## src/rtl/axis_count_checker_pkg.sv

```systemverilog
// Shared types and constants for the AXI-stream count checker.
package axis_count_checker_pkg;

  typedef enum logic [1:0] {
    ST_IDLE = 2'd0,
    ST_RUN  = 2'd1,
    ST_FAIL = 2'd2
  } state_e;

  localparam logic [7:0] LFSR_SEED   = 8'hA5;
  // Feedback taps 8,6,5,4 expressed as bit positions 7,5,4,3
  localparam logic [7:0] LFSR_TAPS   = 8'hB8;
  localparam int         FRAME_CNT_W = 16;

  function automatic logic [FRAME_CNT_W-1:0] sat_inc(input logic [FRAME_CNT_W-1:0] v);
    return (&v) ? v : v + FRAME_CNT_W'(1);
  endfunction

endpackage

```

## src/rtl/axis_count_checker_lfsr8.sv

```systemverilog
// 8-bit Fibonacci LFSR used to generate pseudo-random sink backpressure.
module lfsr8
  import axis_count_checker_pkg::*;
(
  input  logic       counter_clk,
  input  logic       reset,
  output logic [7:0] lfsr_q
);

  always_ff @(posedge counter_clk) begin
    if (reset) lfsr_q <= LFSR_SEED;
    else       lfsr_q <= {lfsr_q[6:0], ^(lfsr_q & LFSR_TAPS)};
  end

endmodule

```

## config.mk

```make
export PLATFORM = sky130hd
export DESIGN_NAME = lfsr8
export DESIGN_NICKNAME = d
export VERILOG_FILES = /design/src/rtl/axis_count_checker_pkg.sv /design/src/rtl/axis_count_checker_lfsr8.sv
export SDC_FILE = /design/constraint.sdc
export NUM_CORES = 1
export LEC_CHECK = 0
export CAP_MARGIN = 20
export CORE_AREA = 8 8 45 47
export CTS_CLUSTER_SIZE = 12
export DETAILED_ROUTE_END_ITERATION = 10
export DIE_AREA = 0 0 53 55
export GPL_ROUTABILITY_DRIVEN = 0
export PLACE_DENSITY = 0.44
export SETUP_SLACK_MARGIN = 0.15
export SLEW_MARGIN = 20
export SYNTH_ARGS = -nofsm -noshare
export SYNTH_HDL_FRONTEND = slang
export SYNTH_SLANG_ARGS = --single-unit
```

## constraint.sdc

```tcl
create_clock -name counter_clk -period 1.85 [get_ports counter_clk]
set_input_delay 0.185 -clock counter_clk [delete_from_list [all_inputs] [get_ports counter_clk]]
set_output_delay 0.185 -clock counter_clk [all_outputs]
set_load 0.01 [all_outputs]
```

After elaboration in Yosys (flattened, before gate mapping):

Index checks and enable logic that the tools add are counted.
Widths: inputs -> output; s select.

* bits in registers: 8
* latch bits: 0
* memory bits (writable): 0
* ROM bits: 0
* input port bits: 2
* word-level logic and storage cells: 2
* memories kept: 0

* add/sub/neg operators: 0
* multiply operators: 0
* divide/modulo/power cells: 0
* magnitude comparators: 0
* eq/ne operators: 0
* shift operators: 0
* muxes and demuxes: 0
* bitwise logic cells: 0
* reduce and logical (&&, ||, !) cells: 1

Operator list (count)
* $reduce_xor 8->1: 1

Logic depth before layout (Yosys ltp):

Gate-level depths: netlist of the first run.

* depth in word-level cells: 1
* mapped depth: 3

Least setup slack after synthesis of the first run:

OpenSTA, ideal clock, no wires.

* kind: flip-flop to flip-flop
* start: register lfsr_q[4]
* end: register lfsr_q[0]
* arrival: 0.739 ns
* data required time: 1.733 ns
* setup slack: 0.994 ns
* cell stages (with the launch flop): 4
* cells stage by stage: dfxtp_1 xor2_1 xnor2_1 nand2b_1

* word-level cells in the longest chain between the ends: 1

RTL lines
* start, declared: RTL line axis_count_checker_lfsr8.sv:7 `output logic [7:0] lfsr_q`
* start signal, assigned: RTL line axis_count_checker_lfsr8.sv:12 `else lfsr_q <= {lfsr_q[6:0], ^(lfsr_q & LFSR_TAPS)};`
* $reduce_xor 8->1: RTL line axis_count_checker_lfsr8.sv:12

Every way passes these cells.
A chain may end at the register's enable or synchronous reset.

Worst setup path after layout of the first run:

* start: register lfsr_q[3]
* end: output lfsr_q[3]

No word-level cell between the ends.

==> impl_results.md, run 1 <==
* Run status: completed
* HPWL after DPL at 342 um
* Top cell type's share of synthesized area at roughly two thirds
* Instance count along the most critical hold path at 1
* Min Tclk post-route at roughly 1300 ps
* Via count of the first global-routing pass at roughly 180
* Rel. slew slack at 84.5%
* Synth top area cells: sky130_fd_sc_hd__dfxtp_1 68%, sky130_fd_sc_hd__nor2b_1 11%, sky130_fd_sc_hd__or2_2 7.9%
* Cells after Synth at 19
* Hold_buf cts at 0
* Setup repair after global routing missed its margin: no
* Starting density of the core at 17.1%
* Fraction of final layout cells with drive strength greater than 1 at a little under 20%
* Vert. Die Dim at 55 um
* Number of search-and-repair iterations in the first detailed-routing pass at 2
* Peak supply drop at 0.281 mV
* Detailed-route via count at 160
* Synthesized area divided by synthesized cell count at 12.4 um2
* Count of endpoints failing setup in the final report at 0
* Flop-to-flop setup slack at 980 ps
* Path type of the worst min-delay path: reg -> reg
* Register with the highest flop count: lfsr_q
* Number of flip-flops under the largest register name at 8
* Biggest cell delay along the critical path at 550 ps
* Number of buffers created by CTS at 3
* IO Port Bufs at 9
* Total negative setup slack at 0 ps
* Number of resized instances in the post-cts repair step at 0
* Highest net fanout along the worst path at 3
* P per Cell Area at approximately 1000 nW/um2
* Setup crit end kind: output pin
* Final clock skew at 1.14 ps
* Routed Wire Length at 440 um
* Destination of the worst hold path: lfsr_q[7]
* Wire length of the first global-routing pass at 772 um
* # rows at 14
* H-tree levels at 1
* Post-synthesis net count at 21
* Width of the die at 53 um
* Final net count at 35
* Remaining design rule violation count at 0
* Core outline area at around 1400 um2
* Post-CTS setup-driven buffer insertion count at 0
* Placed cell areas at 347 um2
* Clock insertion delay at the later pin of the skew report at 240 ps
* Overall track demand over capacity in global routing at under 10%
* Number of distinct library cells after synthesis at 6
* Setup CP Type: reg -> out
* Endpoint of the lowest-slack register-to-register path: lfsr_q[0]
* CTS root buf: sky130_fd_sc_hd__clkbuf_4
* Slew at the pin closest to its max-slew limit at approximately 230 ps
* Total of flip-flops plus latches after synthesis at 8
* Area overhead of the layout relative to synthesis at 56.1%
* Clock slew seen by the registers of the worst setup and hold paths at approximately 50 ps
* DRC violation total after the first TritonRoute iteration at 1
* Cell area after layout at 369 um2
* Final number of max-transition violations at 0
* Endpoint arrival time on the critical path at 1150 ps
* Static Leakage at ~0.00015 uW
* Post-route fraction of the period consumed by the critical path at between 70% and 80%
* Startpoint of the lowest-slack hold path: lfsr_q[6]
* Number of top-level design ports at 10
* Average detailed-routed wire length per instance at roughly 9.4 um
* Initial antenna violation count at 0
* Global-route congestion overflow total at 0
* Synth Warn # at 0
* Worst R2R Path Depth at 3
* Remaining antenna violation count at 0
* Clock buffer depth at 2
* Worst EP required at 1660 ps
* Worst path bufs/invs at 1
* Combined area of all synthesized cells at 236 um2
* Fraction of the yosys area taken by sequential cells at between 60% and 70%
* Largest net degree at the start of global routing at 9
* Clock tree from TritonCTS: done
* Number of fill cells in the layout at 140
* DIE AREA at 2920 um2
* Final-report hold violation count at 0
* Largest area contributor in the synthesized netlist: sky130_fd_sc_hd__dfxtp_1
* Antenna Diode Count at 0
* Startpoint of the lowest-slack register-to-register path: lfsr_q[3]
* Max-capacitance violation count at 0
* TritonCTS Sinks at 8
* Largest registers ranked by flip-flop count: lfsr_q (8)
* CP Cell Sequence: clkdlybuf4s50_1
* Type of element launching the critical path: register
* Cell with the largest stage delay on the worst path: sky130_fd_sc_hd__clkdlybuf4s50_1
* Category of cells accounting for the largest share of critical-path delay: buffers and inverters
* F_max at around 750 MHz
* Ratio of routed vias to standard cells at 3.40
## power breakdown
part	internal (uW)	total [uW]	switching, uW
registers	189	199	9.77
clock network	73.6	123	49.6
logic	41.4	64.8	23.5
total	304	387	82.9
## kinds of logic (layout without fill, tap and decap cells)
logic type,after synthesis,in the layout,synth area share [%]
flip-flops,8,8,67.7
XOR/XNOR,3,3,11.1
buffers and inverters,0,12,0
AND/OR/NAND/NOR,8,8,21.2
## layout make-up
class	instances	area (um2)	area share, %
repair buffers	9	90.1	24.4
flip-flops and latches	8	160	43.4
multi-input cells	11	76.3	20.7
clock buffers	3	22.5	6.10
well taps	16	20.0	5.42
## placed cells by master, fill, tap and decap left out
master / synthesis / layout
sky130_fd_sc_hd__or2_2: 3 / 3
sky130_fd_sc_hd__xor2_1: 2 / 2
sky130_fd_sc_hd__dfxtp_1: 8 / 8
sky130_fd_sc_hd__xnor2_1: 1 / 1
sky130_fd_sc_hd__nand2b_1: 1 / 1
sky130_fd_sc_hd__clkbuf_4: 0 / 3
sky130_fd_sc_hd__nor2b_1: 4 / 4
sky130_fd_sc_hd__clkdlybuf4s50_1: 0 / 9
## per-stage QoR
step / setup slack, ps / instances / hold slack [ps] / total power (uW) / utilization [%]
2_1_floorplan: 994 / 19 / 257 / 228 / -
3_3_place_gp: 687 / 44 / 430 / 269 / 25.0
3_5_place_dp: 669 / 44 / 434 / 267 / 25.0
4_1_cts: 492 / 47 / 450 / 397 / 26.7
5_1_grt: 445 / 47 / 465 / 417 / 26.7
6_report: 513 / 47 / 443 / 387 / 26.7
## routing by layer
layer  vias up  track usage [%]  share of wire [%]
met3         0             3.74                 22
li1         82                -                  -
met4         0             3.88                  0
met5         -                0                  0
met1        68             4.59                 48
met2        10             3.71                 30
## synth_stat cells
library cell               instances
sky130_fd_sc_hd__dfxtp_1           8
sky130_fd_sc_hd__xnor2_1           1
sky130_fd_sc_hd__nand2b_1          1
sky130_fd_sc_hd__nor2b_1           4
sky130_fd_sc_hd__or2_2             3
sky130_fd_sc_hd__xor2_1            2
## how the worst max path moves through the flow
stage / start / end / depth (start not counted)
6_report: lfsr_q[3] / lfsr_q[3] / 1
5_1_grt: lfsr_q[3] / lfsr_q[3] / 1
4_1_cts: lfsr_q[3] / lfsr_q[3] / 1
3_5_place_dp: reset / lfsr_q[7] / 2
3_3_place_gp: reset / lfsr_q[2] / 2
2_1_floorplan: lfsr_q[4] / lfsr_q[0] / 3
Power figures use the tool's default switching activity.
==> run 2: changes to the inputs <==
Settings changed: PLACE_DENSITY 0.44 to 0.45.
Clock period 1.85 ns to 1.2 ns, I/O delays scaled along.
==> impl_results.md, run 2 (synthesis results as in run 1) <==
* Via count of the first global-routing pass at 175 (was 182)
* Final net count at 35 (unchanged)
* Clock insertion delay at the later pin of the skew report at 240 ps (about the same)
* P per Cell Area at 1610 nW/um2 (was 1050 nW/um2)
* Top library cells by usage in the layout, fill and taps aside: 8 x sky130_fd_sc_hd__dfxtp_1, 6 x sky130_fd_sc_hd__dlygate4sd2_1, 4 x sky130_fd_sc_hd__nor2b_1, 3 x sky130_fd_sc_hd__or2_2, 3 x sky130_fd_sc_hd__clkbuf_4 (was 9 x sky130_fd_sc_hd__clkdlybuf4s50_1, 8 x sky130_fd_sc_hd__dfxtp_1, 4 x sky130_fd_sc_hd__nor2b_1, 3 x sky130_fd_sc_hd__or2_2, 3 x sky130_fd_sc_hd__clkbuf_4)
* Overall track demand over capacity in global routing at 3.78% (was 3.94%)
* Total negative setup slack at 0 ps (unchanged)
* Final-report hold violation count at 0 (unchanged)
* Core outline area at 1380 um2 (unchanged)
* Width of the die at 53 um (unchanged)
* Wire length of the first global-routing pass at 752 um (was 772 um)
* Final cell count without fillers at 47 (unchanged)
* Number of fill cells in the layout at 150 (was 140)
* Destination of the worst hold path: lfsr_q[7] (unchanged)
* CP Cell Sequence: dlygate4sd2_1 (was clkdlybuf4s50_1)
* Fraction of final layout cells with drive strength greater than 1 at 19.4% (unchanged)
* HPWL after DPL at 333 um (was 342 um)
* Vert. Die Dim at 55 um (unchanged)
* DRC violation total after the first TritonRoute iteration at 0 (was 1)
* Initial antenna violation count at 0 (unchanged)
* Area overhead of the layout relative to synthesis at 52.9% (was 56.1%)
* Overall power after layout at 581 uW (was 387 uW)
* Number of flip-flops under the largest register name at 8 (unchanged)
* Most common cell after layout, fill and taps aside: sky130_fd_sc_hd__dfxtp_1 (was sky130_fd_sc_hd__clkdlybuf4s50_1)
* H-tree levels at 1 (unchanged)
* Average detailed-routed wire length per instance at 9.19 um (was 9.36 um)
* Placed Cells incl. Taps at 44 (unchanged)
* DIE AREA at 2920 um2 (unchanged)
* Biggest cell delay along the critical path at 350 ps (was 550 ps)
* TritonCTS Sinks at 8 (unchanged)
* Largest net degree at the start of global routing at 9 (unchanged)
* F_max at 1010 MHz
* Static Leakage at 0.000155 uW (was 0.000147 uW)
* Cell with the largest stage delay on the worst path: sky130_fd_sc_hd__dfxtp_1 (was sky130_fd_sc_hd__clkdlybuf4s50_1)
* Min Tclk post-route at between 900 and 1000 ps
* Clock slew seen by the registers of the worst setup and hold paths at 50 ps (about the same)
* Slew at the pin closest to its max-slew limit at 213 ps (was 231 ps)
* Instance count along the most critical hold path at 1 (unchanged)
* Setup repair after global routing missed its margin: no (unchanged)
* Number of search-and-repair iterations in the first detailed-routing pass at 1 (was 2)
* Number of top-level design ports at 10 (unchanged)
* Detailed-route via count at 156 (was 160)
* Post-route fraction of the period consumed by the critical path at 82.8%
* Setup CP Type: reg -> out (unchanged)
* # rows at 14 (unchanged)
* Peak supply drop at 0.421 mV (was 0.281 mV)
* Type of element launching the critical path: register (unchanged)
* Register with the highest flop count: lfsr_q (unchanged)
* Clock buffer depth at 2 (unchanged)
* Remaining design rule violation count at 0 (unchanged)
* Worst path bufs/invs at 1 (unchanged)
* Startpoint of the lowest-slack hold path: lfsr_q[6] (unchanged)
* Area taken by multi-input logic gates at 76.3 um2 (unchanged)
* Hold_buf cts at 0 (unchanged)
* Startpoint of the lowest-slack register-to-register path: lfsr_q[3] (unchanged)
* Worst EP required at 1080 ps (was 1660 ps)
* Final number of max-transition violations at 0 (unchanged)
* Final clock skew at 3.73 ps (was 1.14 ps)
* Path type of the worst min-delay path: reg -> reg (unchanged)
* Count of endpoints failing setup in the final report at 0 (unchanged)
* Flop-to-flop setup slack at 310 ps (was 980 ps)
* Remaining antenna violation count at 0 (unchanged)
* Ratio of routed vias to standard cells at 3.32 (was 3.40)
* Endpoint of the lowest-slack register-to-register path: lfsr_q[0] (unchanged)
* Number of buffers created by CTS at 3 (unchanged)
* CTS root buf: sky130_fd_sc_hd__clkbuf_4 (unchanged)
* Worst R2R Path Depth at 3 (unchanged)
* Category of cells accounting for the largest share of critical-path delay: flip-flops (was buffers and inverters)
* Routed Wire Length at 432 um (was 440 um)
* Setup crit end kind: output pin (unchanged)
* Rel. slew slack at 85.7% (was 84.5%)
* Highest net fanout along the worst path at 3 (unchanged)
* Run status: completed (unchanged)
* IO Port Bufs at 9 (unchanged)
* Max-capacitance violation count at 0 (unchanged)
* Clock tree from TritonCTS: done (unchanged)
* Starting density of the core at 17.1% (unchanged)
* Endpoint arrival time on the critical path at 870 ps (was 1150 ps)
* Global-route congestion overflow total at 0 (unchanged)
* Antenna Diode Count at 0 (unchanged)
* Largest registers ranked by flip-flop count: lfsr_q (8) (unchanged)
* Register area at 160 um2 (unchanged)
-- run 2: changes by cell type in the layout (fill, tap and decap cells not counted) --
| cell | previous run | this run |
|---|---|---|
| sky130_fd_sc_hd__dlygate4sd2_1 | 0 | 6 |
| sky130_fd_sc_hd__clkdlybuf4s15_1 | 0 | 2 |
| sky130_fd_sc_hd__clkdlybuf4s50_1 | 9 | 1 |
-- run 2: per-layer routing --
layer  GRT usage (%)  part of all wire [%]  vias to the layer above
li1                -                     -                       82
met1            4.43                    54                       64
met2            3.52                    28                       10
met3            3.48                    18                        0
met4            3.88                     0                        0
met5               0                     0                        -
-- run 2: per-stage QoR --
step / util [%] / setup slack [ps] / hold WS, ps / cell area [um2]
after global placement: 25.0 / 121 / 433 / 347
after global routing: 26.1 / 150 / 472 / 362
after detailed placement: 25.0 / 109 / 426 / 347
after floorplan: - / 344 / 192 / 236
final: 26.1 / 206 / 442 / 362
after CTS: 25.9 / 166 / 446 / 359
-- run 2: repair_timing --
action                                  in CTS  in global routing
endpoints found under the setup margin       8                  2
gates cloned                                 0                  0
setup buffers                                0                  0
resized for setup                            8                  2
-- run 2: where the power goes --
part           total, uW  internal (uW)  switching (uW)  leakage, uW
Combinational       84.4           47.7            36.7    0.0000737
Clock                191            114            78.0    0.0000138
Sequential           305            292            13.6    0.0000670
-- run 2: how the worst max path moves through the flow --
| stage | startpoint | end | slack [ps] | cells after the start |
|---|---|---|---|---|
| finish | lfsr_q[5] | lfsr_q[5] | 210 | 1 |
| global route | lfsr_q[5] | lfsr_q[5] | 150 | 1 |
| CTS | lfsr_q[3] | lfsr_q[3] | 170 | 1 |
| detailed placement | reset | lfsr_q[2] | 110 | 2 |
| global placement | reset | lfsr_q[2] | 120 | 2 |
| floorplan | lfsr_q[4] | lfsr_q[0] | 340 | 3 |
-- run 2: final cells by class --
type	instances	share of cell area [%]
repair buffers	9	22.8
flip-flops and latches	8	44.3
well taps	16	5.54
clock buffers	3	6.23
multi-input cells	11	21.1
==> run 3: changes to the inputs <==
Settings changed: PLACE_DENSITY 0.45 to 0.44.
Clock period 1.2 ns to 1 ns, I/O delays scaled along.
==> impl_results.md, run 3 (synthesis results as in run 1) <==
* Run status: completed (unchanged)
* Clock buffer depth at 2 (unchanged)
* HPWL after DPL at 357 um (was 333 um)
* Setup repair after global routing missed its margin: yes (was no)
* H-tree levels at 1 (unchanged)
* Placed Cells incl. Taps at 45 (was 44)
* Clock tree from TritonCTS: done (unchanged)
* Via count of the first global-routing pass at 184 (was 175)
* Vert. Die Dim at 55 um (unchanged)
* Peak supply drop at 0.638 mV (was 0.421 mV)
* Width of the die at 53 um (unchanged)
* Routed Wire Length at 511 um (was 432 um)
* Number of buffers created by CTS at 3 (unchanged)
* Number of top-level design ports at 10 (unchanged)
* Fraction of final layout cells with drive strength greater than 1 at 65.6% (was 19.4%)
* Worst EP required at 1140 ps (was 1080 ps)
* Post-route fraction of the period consumed by the critical path at 92.3%
* CP Cell Sequence: buf_6 > xor2_1 > xnor2_1 > nand2b_1 (was dlygate4sd2_1)
* DIE AREA at 2920 um2 (unchanged)
* Starting density of the core at 17.1% (unchanged)
* TritonCTS Sinks at 8 (unchanged)
* Number of flip-flops under the largest register name at 8 (unchanged)
* Number of search-and-repair iterations in the first detailed-routing pass at 2 (was 1)
* Final clock skew at 0.925 ps (was 3.73 ps)
* Remaining design rule violation count at 0 (unchanged)
* Antenna Diode Count at 0 (unchanged)
* Final cell count without fillers at 48 (was 47)
* Biggest cell delay along the critical path at 320 ps (was 350 ps)
* Post-CTS setup-driven buffer insertion count at 0 (unchanged)
* Endpoint of the lowest-slack register-to-register path: lfsr_q[0] (unchanged)
* Detailed-route via count at 171 (was 156)
* Overall track demand over capacity in global routing at 4.39% (was 3.78%)
* Beginning of the critical path: lfsr_q[7] (was lfsr_q[5])
* CTS root buf: sky130_fd_sc_hd__clkbuf_4 (unchanged)
* Register with the highest flop count: lfsr_q (unchanged)
* Setup crit end kind: register (was output pin)
* Number of fill cells in the layout at 152 (was 150)
* P per Cell Area at 1970 nW/um2 (was 1610 nW/um2)
* DRC violation total after the first TritonRoute iteration at 2 (was 0)
* Rel. slew slack at 82.9% (was 85.7%)
* Startpoint of the lowest-slack register-to-register path: lfsr_q[7] (was lfsr_q[3])
* Top library cells by usage in the layout, fill and taps aside: 6 x sky130_fd_sc_hd__dfxtp_2, 6 x sky130_fd_sc_hd__buf_2, 4 x sky130_fd_sc_hd__nor2b_1 (was 8 x sky130_fd_sc_hd__dfxtp_1, 6 x sky130_fd_sc_hd__dlygate4sd2_1, 4 x sky130_fd_sc_hd__nor2b_1, 3 x sky130_fd_sc_hd__or2_2, 3 x sky130_fd_sc_hd__clkbuf_4)
* Count of endpoints failing setup in the final report at 0 (unchanged)
* Remaining antenna violation count at 0 (unchanged)
* Largest net degree at the start of global routing at 9 (unchanged)
* F_max at 1080 MHz
* Core outline area at 1380 um2 (unchanged)
* Average detailed-routed wire length per instance at 10.6 um (was 9.19 um)
* Final number of max-transition violations at 0 (unchanged)
* Cell with the largest stage delay on the worst path: sky130_fd_sc_hd__dfxtp_2 (was sky130_fd_sc_hd__dfxtp_1)
* Ratio of routed vias to standard cells at 3.56 (was 3.32)
* Endpoint arrival time on the critical path at 1060 ps (was 870 ps)
* Capturing element of the worst setup path: lfsr_q[0] (was lfsr_q[5])
* Final net count at 36 (was 35)
* IO Port Bufs at 9 (unchanged)
* # rows at 14 (unchanged)
* Global-route congestion overflow total at 0 (unchanged)
* Highest net fanout along the worst path at 2 (was 3)
* Slew at the pin closest to its max-slew limit at 256 ps (was 213 ps)
* Max-capacitance violation count at 0 (unchanged)
* Final-report hold violation count at 0 (unchanged)
* Type of element launching the critical path: register (unchanged)
* Register area at 168 um2 (was 160 um2)
* Min Tclk post-route at slightly above 900 ps
* Clock slew seen by the registers of the worst setup and hold paths at 50 ps (about the same)
* Wire length of the first global-routing pass at 834 um (was 752 um)
* Path type of the worst min-delay path: in -> reg (was reg -> reg)
* Area overhead of the layout relative to synthesis at 53.4% (was 52.9%)
* Initial antenna violation count at 0 (unchanged)
* Static Leakage at 0.000167 uW (was 0.000155 uW)
* Worst R2R Path Depth at 4 (was 3)
* Setup CP Type: reg -> reg (was reg -> out)
* Clock insertion delay at the later pin of the skew report at 250 ps (was 240 ps)
* Largest registers ranked by flip-flop count: lfsr_q (8) (unchanged)
* Flop-to-flop setup slack at 80 ps (was 310 ps)
* Area taken by multi-input logic gates at 76.3 um2 (unchanged)
* Fin Hold WS at 183 ps (was 442 ps)
run 3: cell count changes in the layout (fill, tap and decap cells not counted):
cell                              previous run  this run
sky130_fd_sc_hd__dfxtp_1                     8         2
sky130_fd_sc_hd__clkdlybuf4s15_1             2         0
sky130_fd_sc_hd__clkdlybuf4s50_1             1         0
sky130_fd_sc_hd__buf_6                       0         3
sky130_fd_sc_hd__dlygate4sd2_1               6         0
sky130_fd_sc_hd__dfxtp_2                     0         6
sky130_fd_sc_hd__buf_2                       0         6
sky130_fd_sc_hd__dlymetal6s2s_1              0         1
run 3: how the worst min path moves through the flow:
stage                    from   endpoint  slack [ps]  cells past startpoint
finish                  reset  lfsr_q[4]         180                      2
global route            reset  lfsr_q[4]         220                      2
CTS                 lfsr_q[6]  lfsr_q[7]         440                      1
detailed placement  lfsr_q[6]  lfsr_q[7]         430                      1
global placement    lfsr_q[6]  lfsr_q[7]         430                      1
floorplan               reset  lfsr_q[3]         160                      1
run 3: repair_timing:
action                                  in CTS  in global routing
pin swaps                                    1                  0
gates resized for setup                     34                  5
hold buffers                                 0                  0
endpoints found under the setup margin       9                 10
run 3: critical path, delay by kind of cell, from the launching register on:
| kind | cells | cell delay [ps] |
|---|---|---|
| DFF | 1 | 320 |
| and+or+nand+nor | 1 | 70 |
| buffers and inverters | 1 | 100 |
| xor gates and xnor gates | 2 | 310 |
run 3: per-layer routing:
layer	global-route usage [%]	vias up	wire length [um]
li1	-	84	-
met2	5.08	12	172
met5	0	-	0
met3	5.08	0	91
met4	3.88	0	0
met1	3.99	75	247
run 3: area by class of cell:
cell class | instances | share of cell area, %
timing repair buffer | 10 | 21.0
multi-input combinational | 11 | 21.0
tap | 16 | 5.52
clock buffer | 3 | 6.21
sequential | 8 | 46.2
run 3: stage by stage:
step | cell area, um2 | worst slack, ps | total power (uW) | util, % | TNS (ps)
4_1_cts | 345 | 73.0 | 730 | 25.0 | 0
2_1_floorplan | 240 | 159 | 424 | - | 0
5_1_grt | 363 | 8.13 | 769 | 26.2 | 0
6_report | 363 | 77.4 | 716 | 26.2 | 0
3_5_place_dp | 358 | -116 | 501 | 25.9 | -333
3_3_place_gp | 358 | -80.5 | 503 | 25.9 | -220
run 3: power by group:
group | internal (uW) | leakage (uW) | total (uW) | switching, uW
Sequential | 354 | 0.0000677 | 373 | 18.9
Combinational | 58.7 | 0.0000859 | 103 | 44.8
Clock | 137 | 0.0000138 | 239 | 103
Total | 549 | 0.000167 | 716 | 166
